==> config.mk <==
export PLATFORM = sky130hd
export DESIGN_NAME = seq_addsub_flat
export DESIGN_NICKNAME = d
export VERILOG_FILES = /design/src/rtl/arith_pkg.sv /design/src/rtl/seq_addsub_if.sv /design/src/rtl/seq_addsub_chunk.sv /design/src/rtl/seq_addsub.sv /design/src/flat_wrapper.sv
export SDC_FILE = /design/constraint.sdc
export NUM_CORES = 1
export LEC_CHECK = 0
export ABC_AREA = 1
export CAP_MARGIN = 20
export CELL_PAD_IN_SITES_DETAIL_PLACEMENT = 1
export CELL_PAD_IN_SITES_GLOBAL_PLACEMENT = 1
export CORE_UTILIZATION = 36
export CTS_BUF_LIST = sky130_fd_sc_hd__clkbuf_4
export DETAILED_ROUTE_END_ITERATION = 8
export PLACE_DENSITY = 0.88
export SLEW_MARGIN = 5
export SYNTH_ARGS = -nofsm -noshare
export SYNTH_HDL_FRONTEND = slang
export SYNTH_SLANG_ARGS = --single-unit
==> constraint.sdc <==
create_clock -name clk -period 3.55 [get_ports clk]
set_input_delay 0.5325 -clock clk [delete_from_list [all_inputs] [get_ports clk]]
set_output_delay 0.5325 -clock clk [all_outputs]
set_load 0.01 [all_outputs]
==> src/rtl/arith_pkg.sv <==
// Op encodings and FSM state constants shared by the arithmetic datapath blocks.
package arith_pkg;

  localparam logic [1:0] OP_ADD  = 2'b00;
  localparam logic [1:0] OP_SUB  = 2'b01;
  localparam logic [1:0] OP_NEG  = 2'b10;
  localparam logic [1:0] OP_CMPL = 2'b11;

  localparam logic [1:0] ST_IDLE = 2'd0;
  localparam logic [1:0] ST_RUN  = 2'd1;
  localparam logic [1:0] ST_DONE = 2'd2;

endpackage

==> src/rtl/seq_addsub_if.sv <==
// Operand/result handshake bus of seq_addsub; master = producer/consumer side, slave = unit.
interface seq_addsub_if #(parameter int unsigned WIDTH = 20);

  logic             in_valid;
  logic             in_ready;
  logic [1:0]       op;
  logic [WIDTH-1:0] a;
  logic [WIDTH-1:0] b;
  logic             out_valid;
  logic             out_ready;
  logic [WIDTH-1:0] result;
  logic             cout;
  logic             ovf;
  logic             zero;

  modport master (
    output in_valid, op, a, b, out_ready,
    input  in_ready, out_valid, result, cout, ovf, zero
  );

  modport slave (
    input  in_valid, op, a, b, out_ready,
    output in_ready, out_valid, result, cout, ovf, zero
  );

endinterface

==> src/rtl/seq_addsub_chunk.sv <==
// CHUNK-bit combinational ripple adder; also exposes the carry into its MSB for overflow detection.
module addsub_chunk #(
  parameter int unsigned CHUNK = 4
) (
  input  logic [CHUNK-1:0] x,
  input  logic [CHUNK-1:0] y,
  input  logic             cin,
  output logic [CHUNK-1:0] sum,
  output logic             cout,
  output logic             c_msb
);

  logic [CHUNK:0] w_c;

  always_comb begin
    w_c    = '0;
    sum    = '0;
    w_c[0] = cin;
    for (int i = 0; i < int'(CHUNK); i++) begin
      sum[i]   = x[i] ^ y[i] ^ w_c[i];
      w_c[i+1] = (x[i] & y[i]) | (w_c[i] & (x[i] ^ y[i]));
    end
    cout  = w_c[CHUNK];
    c_msb = w_c[CHUNK-1];
  end

endmodule

==> src/rtl/seq_addsub.sv <==
// Multi-cycle ADD/SUB/NEG/CMPL unit, CHUNK bits per cycle behind valid/ready handshakes.
// Optional SEQ_ADDSUB_SAT_EN: saturate the result on signed overflow (ADD/SUB/NEG).
module seq_addsub
  import arith_pkg::*;
#(
  parameter int unsigned WIDTH = 20,
  parameter int unsigned CHUNK = 4
) (
  input  logic         clk,
  input  logic         rst_n,
  seq_addsub_if.slave  bus
);

  localparam int unsigned NCHUNK = WIDTH / CHUNK;
  localparam int unsigned IDXW   = (NCHUNK > 1) ? $clog2(NCHUNK) : 1;
  localparam logic [IDXW-1:0] LAST_IDX = IDXW'(NCHUNK - 1);

  logic [1:0]       r_state, w_state_nxt;
  logic [1:0]       r_op;
  logic [WIDTH-1:0] r_x, r_y, r_result;
  logic [IDXW-1:0]  r_idx;
  logic             r_carry, r_cout, r_ovf, r_zero;
  logic             r_in_ready, r_out_valid;

  logic             w_accept, w_last;
  logic [WIDTH-1:0] w_x_in, w_y_in;
  logic             w_cin;
  logic [31:0]      w_shift;
  logic [CHUNK-1:0] w_xc, w_yc, w_sum;
  logic             w_cout, w_c_msb;
  logic [WIDTH-1:0] w_res_nxt, w_final;
  logic             w_is_cmpl, w_ovf;

  assign w_accept  = (r_state == ST_IDLE) && bus.in_valid;
  assign w_last    = (r_idx == LAST_IDX);
  assign w_is_cmpl = (r_op == OP_CMPL);

  // Operand mapping: every op is x + y + cin
  always_comb begin
    w_x_in = bus.a;
    w_y_in = bus.b;
    w_cin  = 1'b0;
    case (bus.op)
      OP_SUB:  begin w_y_in = ~bus.b; w_cin = 1'b1; end
      OP_NEG:  begin w_x_in = '0; w_y_in = ~bus.a; w_cin = 1'b1; end
      OP_CMPL: begin w_x_in = '0; w_y_in = ~bus.a; end
      default: ;
    endcase
  end

  assign w_shift = 32'(r_idx) * CHUNK;
  assign w_xc    = CHUNK'(r_x >> w_shift);
  assign w_yc    = CHUNK'(r_y >> w_shift);

  addsub_chunk #(.CHUNK(CHUNK)) u_chunk (
    .x     (w_xc),
    .y     (w_yc),
    .cin   (r_carry),
    .sum   (w_sum),
    .cout  (w_cout),
    .c_msb (w_c_msb)
  );

  // Merge the new sum chunk into the partial result; on the last chunk this is the full result
  always_comb begin
    w_res_nxt = (r_result & ~(WIDTH'({CHUNK{1'b1}}) << w_shift))
              | (WIDTH'(w_sum) << w_shift);
    w_ovf     = (w_c_msb ^ w_cout) & ~w_is_cmpl;
    w_final   = w_res_nxt;
`ifdef SEQ_ADDSUB_SAT_EN
    // Wrapped MSB set means the true result was positive, and vice versa
    if (w_ovf) begin
      w_final = w_res_nxt[WIDTH-1] ? {1'b0, {(WIDTH-1){1'b1}}}
                                   : {1'b1, {(WIDTH-1){1'b0}}};
    end
`endif
  end

  always_comb begin
    w_state_nxt = r_state;
    case (r_state)
      ST_IDLE: if (bus.in_valid)   w_state_nxt = ST_RUN;
      ST_RUN:  if (w_last)         w_state_nxt = ST_DONE;
      ST_DONE: if (bus.out_ready)  w_state_nxt = ST_IDLE;
      default:                     w_state_nxt = ST_IDLE;
    endcase
  end

  always_ff @(posedge clk or negedge rst_n) begin
    if (!rst_n) begin
      r_state     <= ST_IDLE;
      r_in_ready  <= 1'b1;
      r_out_valid <= 1'b0;
    end else begin
      r_state     <= w_state_nxt;
      r_in_ready  <= (w_state_nxt == ST_IDLE);
      r_out_valid <= (w_state_nxt == ST_DONE);
    end
  end

  // Datapath: latch on accept, one chunk per RUN cycle, flags on entry to DONE
  always_ff @(posedge clk or negedge rst_n) begin
    if (!rst_n) begin
      r_op     <= OP_ADD;
      r_x      <= '0;
      r_y      <= '0;
      r_idx    <= '0;
      r_carry  <= 1'b0;
      r_result <= '0;
      r_cout   <= 1'b0;
      r_ovf    <= 1'b0;
      r_zero   <= 1'b0;
    end else if (w_accept) begin
      r_op    <= bus.op;
      r_x     <= w_x_in;
      r_y     <= w_y_in;
      r_carry <= w_cin;
      r_idx   <= '0;
    end else if (r_state == ST_RUN) begin
      r_carry <= w_cout;
      if (w_last) begin
        r_idx    <= '0;
        r_result <= w_final;
        r_cout   <= w_cout & ~w_is_cmpl;
        r_ovf    <= w_ovf;
        r_zero   <= ~|w_final;
      end else begin
        r_idx    <= r_idx + IDXW'(1);
        r_result <= w_res_nxt;
      end
    end
  end

  assign bus.in_ready  = r_in_ready;
  assign bus.out_valid = r_out_valid;
  assign bus.result    = r_result;
  assign bus.cout      = r_cout;
  assign bus.ovf       = r_ovf;
  assign bus.zero      = r_zero;

endmodule
==> src/flat_wrapper.sv <==
// flat-port wrapper written by rule: the top's interface ports become plain ports
module seq_addsub_flat import arith_pkg::*;
#(
  parameter int unsigned WIDTH = 20,
  parameter int unsigned CHUNK = 4
)
  (clk, rst_n, bus_in_valid, bus_op, bus_a, bus_b, bus_out_ready, bus_in_ready, bus_out_valid, bus_result, bus_cout, bus_ovf, bus_zero);
  seq_addsub_if #(.WIDTH(WIDTH)) bus_i ();
  input  logic clk;
  input  logic rst_n;
  input wire logic [$bits(bus_i.in_valid)-1:0] bus_in_valid;
  input wire logic [$bits(bus_i.op)-1:0] bus_op;
  input wire logic [$bits(bus_i.a)-1:0] bus_a;
  input wire logic [$bits(bus_i.b)-1:0] bus_b;
  input wire logic [$bits(bus_i.out_ready)-1:0] bus_out_ready;
  output wire logic [$bits(bus_i.in_ready)-1:0] bus_in_ready;
  output wire logic [$bits(bus_i.out_valid)-1:0] bus_out_valid;
  output wire logic [$bits(bus_i.result)-1:0] bus_result;
  output wire logic [$bits(bus_i.cout)-1:0] bus_cout;
  output wire logic [$bits(bus_i.ovf)-1:0] bus_ovf;
  output wire logic [$bits(bus_i.zero)-1:0] bus_zero;
  assign bus_i.in_valid = bus_in_valid;
  assign bus_i.op = bus_op;
  assign bus_i.a = bus_a;
  assign bus_i.b = bus_b;
  assign bus_i.out_ready = bus_out_ready;
  assign bus_in_ready = bus_i.in_ready;
  assign bus_out_valid = bus_i.out_valid;
  assign bus_result = bus_i.result;
  assign bus_cout = bus_i.cout;
  assign bus_ovf = bus_i.ovf;
  assign bus_zero = bus_i.zero;
  seq_addsub #(.WIDTH(WIDTH), .CHUNK(CHUNK)) u_core (.clk(clk), .rst_n(rst_n), .bus(bus_i));
endmodule
### Word level (Yosys, flattened, before mapping)

Cells that the tools add are included.
W data, S select, Z words.

| word-level totals | value |
|---|---|
| bits in registers | 73 |
| latch bits | 0 |
| RAM bits | 0 |
| bits in read-only memories | 0 |
| memories | 0 |

| cells by class | value |
|---|---|
| add/subtract/negate cells | 1 |
| multiply operators | 0 |
| divide/modulo/power cells | 0 |
| magnitude comparators | 0 |
| eq/ne operators | 8 |
| shift operators | 4 |
| muxes and demuxes | 12 |
| bitwise operators | 30 |
| reduce and logical (&&, ||, !) cells | 10 |

Operators with widths:

| cell | number |
|---|---|
| $not A20 Y20 | 3 |
| $pmux W20 S2 | 1 |
| $shr A20 B5 Y4 | 2 |
| $and A20 B20 Y20 | 1 |
| $mux W20 | 1 |
| $or A20 B20 Y20 | 1 |
| $reduce_or A20 Y1 | 1 |
| $shl A4 B5 Y20 | 1 |
| $shl A4 B5 Y20 const A | 1 |
| $and A1 B1 Y1 | 10 |
| $eq A2 B2 Y1 const B | 5 |
| $mux W3 | 3 |
| $xor A1 B1 Y1 | 9 |
| $mux W2 | 3 |
| $pmux W2 S3 | 1 |
| $eq A2 B1 Y1 const B | 2 |
| $logic_not A2 Y1 | 2 |
| $or A1 B1 Y1 | 4 |
| $reduce_or A2 Y1 | 2 |
| $add A3 B1 Y3 const B | 1 |
| $eq A3 B3 Y1 const B | 1 |
| $mux W1 | 3 |
| $reduce_and A3 Y1 | 1 |
| $not A1 Y1 | 2 |
| 4 further kinds | 4 |

### Depth between registers and ports, before layout

| logic depth | value |
|---|---|
| depth in word-level cells | 13 |
| gate-level depth with buffers | 22 |
| mapped depth without buffers | 20 |

### By module

From an unflattened synthesis, not the netlist that was laid out.

| second synthesis, totals | value |
|---|---|
| cell total of the unflattened synthesis | 537 |
| area total of the unflattened synthesis | 4136.5 um^2 |

Modules (own cells, without submodules):

| module | instances | cells each | area each (um^2) | sequential area each (um^2) |
|---|---|---|---|---|
| seq_addsub | 1 | 525 | 4026.4 | 1828.0 |
| addsub_chunk | 1 | 12 | 110.1 | 0.0 |

### Worst setup path after synthesis

Ideal clock, no wire load.

| path | value |
|---|---|
| kind | register -> register |
| start point | reg u_core.r_idx[0] |
| end point | reg u_core.r_zero, in the netlist u_core.bus.zero |
| setup time | 0.117 ns |
| arrival time | 3.254 ns |
| data required time | 3.433 ns |
| path slack | 0.179 ns |
| cell stages (with the launch flop) | 21 |
| cell sequence | dfrtp_1 > buf_6 > buf_2 > nor3_1 > inv_1 > o21ai_0 > inv_1 > fa_1 > inv_1 > fa_1 > inv_1 > fa_1 > fa_1 > nor2_1 > nand2_1 > nand2_1 > nor2_1 > nand2_1 > nor2_1 > nand3_1 > nand2_1 |

| between the ends | value |
|---|---|
| cells in the longest elaborated chain, start to end | 13 |
| elaborated cells on any way between the ends | 28 |

Ends and longest elaborated chain:

| element | RTL line | source |
|---|---|---|
| start, declared | seq_addsub.sv:21 | `logic [IDXW-1:0] r_idx;` |
| start signal, assigned | seq_addsub.sv:128 | `r_idx <= r_idx + IDXW'(1);` |
| $shr A20 B5 Y4, on equally long branches | seq_addsub.sv:52, seq_addsub.sv:53 |  |
| $xor A1 B1 Y1 | seq_addsub_chunk.sv:20, seq_addsub_chunk.sv:21 |  |
| $and A1 B1 Y1 | seq_addsub_chunk.sv:21 | `w_c[i+1] = (x[i] & y[i]) \| (w_c[i] & (x[i] ^ y[i]));` |
| $or A1 B1 Y1 | seq_addsub_chunk.sv:21 |  |
| $and A1 B1 Y1 | seq_addsub_chunk.sv:21 |  |
| $or A1 B1 Y1 | seq_addsub_chunk.sv:21 |  |
| $and A1 B1 Y1 | seq_addsub_chunk.sv:21 |  |
| $or A1 B1 Y1 | seq_addsub_chunk.sv:21 |  |
| $xor A1 B1 Y1 | seq_addsub_chunk.sv:20 | `sum[i] = x[i] ^ y[i] ^ w_c[i];` |
| $shl A4 B5 Y20 | seq_addsub.sv:67 | `\| (WIDTH'(w_sum) << w_shift);` |
| $or A20 B20 Y20 | seq_addsub.sv:67 |  |
| $reduce_or A20 Y1 | seq_addsub.sv:126 | `r_zero <= ~\|w_final;` |
| $logic_not A1 Y1 | seq_addsub.sv:126 |  |
| end signal, assigned | seq_addsub.sv:126 |  |
| end, declared | seq_addsub.sv:22 | `logic r_carry, r_cout, r_ovf, r_zero;` |

Several ways; a longest one is shown, not always the timed one.
A chain may end at the register's enable or synchronous reset.

### Worst setup path after layout

| path | value |
|---|---|
| start point | reg u_core.r_idx[1] |
| end point | reg u_core.r_zero, in the netlist u_core.bus.zero |

Same word-level chain as after synthesis.

==> results.json <==
{
  "path_clk_slew_ns": 0.13,
  "fin_worst_skew_ns": 0.01931,
  "netlist_area_um2": 4118,
  "powerDensity_nw_per_um2": 945.7,
  "drtIter0Drc": 186,
  "ant_nets": 0,
  "holdBufCountCts": 0,
  "fp.dieW_um": 109.0,
  "die-area_um2": 11870,
  "grt_pass1_wl_um": 19490,
  "drc": 0,
  "fin_crit_sh_pct": 95.53,
  "r2r_cells": 21,
  "cts.sinks": 73,
  "yosysWarnings": 0,
  "path_max_fanout": 7,
  "finalSetupViolations": 0,
  "finalMaxSlewViolations": 0,
  "grt_pass1_vias": 4181,
  "grt_max_degree": 74,
  "drive_gt1_share_pct": 11.68,
  "htreeDepth": 3,
  "syn_avg_cell_area_um2": 7.640,
  "seqCellArea_um2": 1831,
  "crit_top_cell": "nand2_1",
  "syn_nets": 598,
  "post_drt_wl_per_cell_um": 16.36,
  "cp.buffers_inverters": 5,
  "max_freq_mhz": 294.9,
  "fin_crit_ns": 3.391,
  "p_leak_uw": 0.002468,
  "worstPathCellList": "buf_6 > inv_2 > a21oi_1 > o21ai_2 > nand3_1 > o21ai_1 > inv_1 > fa_2 > inv_2 > fa_2 > inv_2 > fa_2 > fa_1 > nor2_2 > nand2_1 > nand2_1 > nor2_2 > nand2_1 > nor2_1 > nand3_1 > nand2_1",
  "syn_to_final_growth_pct": 28.11,
  "dp_hpwl_um": 8756,
  "slowest_stage": "fa_1",
  "gp_congestion": 0.9124,
  "holdWs_ns": 0.2941,
  "critPathTopFamily": "adder cells",
  "ys_ff_latch": 73,
  "cts_buffers": 9,
  "clk_latency_ns": 0.44,
  "synth_seq_area_share_pct": 44.39,
  "cp.depth": 21,
  "synthDistinctLibCells": 27,
  "grt_overflow_total": 0,
  "drv_cap": 0,
  "core_um2": 10980,
  "hold_viol": 0,
  "layout.nets": 679,
  "grtUsageTotal_pct": 21.23,
  "start_kind": "flop",
  "syn-instance-count": 539,
  "cts-root-buf": "clkbuf_4",
  "multiInputGateArea_um2": 1897,
  "vias": 4059,
  "critPathArrivalTime_ns": 3.78,
  "cts_tree": "done",
  "peakVddDrop_mv": 0.3619,
  "antenna_found_initial": 0,
  "diodes": 0,
  "clockBufferDepth": 2,
  "crit_path_end_kind": "flop",
  "totalWireLength_um": 12510,
  "worst_pin_slew_ns": 0.9363,
  "io_buffer_count": 70,
  "via_per_inst": 5.306,
  "setup-tns-final_ns": 0,
  "nFillCells": 1374,
  "max_stage_delay_ns": 0.59,
  "io_pins": 71,
  "required_ns": 3.94,
  "rows": 38,
  "hold_path.class": "in2async",
  "start_util_pct": 37.49,
  "relSlewSlack_pct": 37.58,
  "status": "completed",
  "path_class": "reg2reg",
  "dr.pass1.iters": 4,
  "die_h_um": 109.0
}
==> cell type report <==
class | count | share of cell area [%]
clock buffers | 9 | 1.281
clock inverters | 7 | 1.613
inverters | 75 | 5.384
multi-input cells | 361 | 35.96
flip-flops and latches | 73 | 34.70
well taps | 140 | 3.321
repair buffers | 99 | 17.60
repair inverters | 1 | 0.1423
==> metal layers <==
layer / part of all wire (%) / track usage, % / wire [um] / vias to the layer above
met5: 0 / 0 / 0 / -
met3: 2.8 / 3.825 / 352 / 36
met1: 42 / 25.27 / 5299 / 1999
met4: 3.9 / 8.784 / 486 / 0
met2: 51 / 37.47 / 6376 / 103
li1: - / - / - / 1921
==> final timing paths <==
| kind | endpoint | from | slack [ns] |
|---|---|---|---|
| max | u_core.bus.zero | u_core.r_idx[1] | 0.16 |
| min | u_core.bus.result[2] | rst_n | 0.29 |
| max reg2reg | u_core.bus.zero | u_core.r_idx[1] | 0.16 |
| min reg2reg | u_core.r_y[1] | u_core.r_y[1] | 0.51 |
| max in group asynchronous | u_core.r_idx[2] | rst_n | 2.61 |
| min in group clk | u_core.r_y[1] | u_core.r_y[1] | 0.51 |
==> state kept, by name, indices dropped and copies added, names as in the netlist <==
register and cells:
u_core.r_idx 3, u_core.bus.result 20, u_core.r_carry 1, u_core.bus.ovf 1, u_core.bus.in_ready 1, u_core.bus.out_valid 1
u_core.bus.zero 1, u_core.r_x 20, u_core.bus.cout 1, u_core.r_y 20, u_core.r_state 2, u_core.r_op 2
==> Yosys cell counts, drive strengths merged <==
| cell | number | area, um^2 |
|---|---|---|
| nor2 | 38 | 145.1 |
| fa | 4 | 80.08 |
| nor3 | 1 | 5.000 |
| nand3 | 38 | 190.2 |
| ha | 9 | 112.6 |
| inv | 75 | 281.5 |
| xnor2 | 1 | 8.760 |
| dfstp | 1 | 26.28 |
| o31ai | 12 | 90.09 |
| or2 | 11 | 68.82 |
| clkbuf | 13 | 48.80 |
| o22ai | 1 | 6.260 |
| dfrtp | 72 | 1802 |
| a31oi | 15 | 93.84 |
| buf | 17 | 92.59 |
| o21a | 10 | 75.07 |
| a22o | 1 | 8.760 |
| a22oi | 10 | 75.07 |
| o21ai | 63 | 315.3 |
| nand2 | 115 | 431.7 |
| a21oi | 32 | 160.2 |
==> through the flow <==
stage	setup slack, ns	total power, uW	area, um^2	util (%)	cells
finish	0.1586	4989	5275	48.03	765
floorplan	0.1786	3128	4118	-	539
detailed placement	0.06316	4087	4960	45.16	734
global placement	0.2030	3945	4960	45.16	734
global route	-0.07716	5407	5275	48.03	765
CTS	0.001084	4678	5112	46.55	750
==> cell usage in the layout, fill, tap and decap left out <==
cell type / Yosys / final
a21oi_1: 32 / 32
a22o_1: 1 / 1
a22oi_1: 10 / 10
a31oi_1: 15 / 15
buf_2: 14 / 1
buf_4: 1 / 26
buf_6: 1 / 2
buf_8: 0 / 1
bufinv_16: 0 / 2
clkbuf_4: 0 / 9
clkdlybuf4s50_1: 0 / 69
clkinv_1: 0 / 3
clkinv_2: 0 / 1
clkinv_4: 0 / 1
clkinvlp_4: 0 / 1
dfrtp_1: 72 / 70
dfrtp_2: 0 / 2
dfstp_2: 1 / 1
fa_1: 4 / 1
fa_2: 0 / 3
ha_1: 9 / 9
inv_1: 74 / 68
inv_2: 1 / 6
inv_4: 0 / 1
nand2_1: 115 / 115
nand3_1: 38 / 38
nor2_1: 37 / 34
nor2_2: 1 / 4
nor3_4: 0 / 1
o21a_1: 10 / 10
o21ai_0: 63 / 59
o21ai_1: 0 / 3
o21ai_2: 0 / 1
o22ai_1: 1 / 1
o31ai_1: 12 / 12
or2_1: 1 / 1
or2_2: 10 / 10
xnor2_1: 1 / 1
==> repair_timing <==
| action | CTS | global route |
|---|---|---|
| buffers inserted | 0 | 14 |
| resized for setup | 0 | 26 |
| endpoints found under the hold margin | 0 | 0 |
| endpoints found under the setup margin | 0 | 3 |
==> cell families after synthesis <==
kind of cell,synth area share [%]
flops,44.39
simple gates,20.42
xor+xnor,0.2127
compound gates,20.02
fa+ha+maj,4.680
buf+inv,10.27
==> power breakdown <==
group / total (uW) / switching [uW] / internal, uW / leakage (uW)
sequential: 1480 / 254 / 1220 / 0.000889
combinational: 2930 / 1730 / 1200 / 0.00150
clock: 580 / 301 / 279 / 0.0000824
Note: power is estimated with default switching activity, not from simulation.
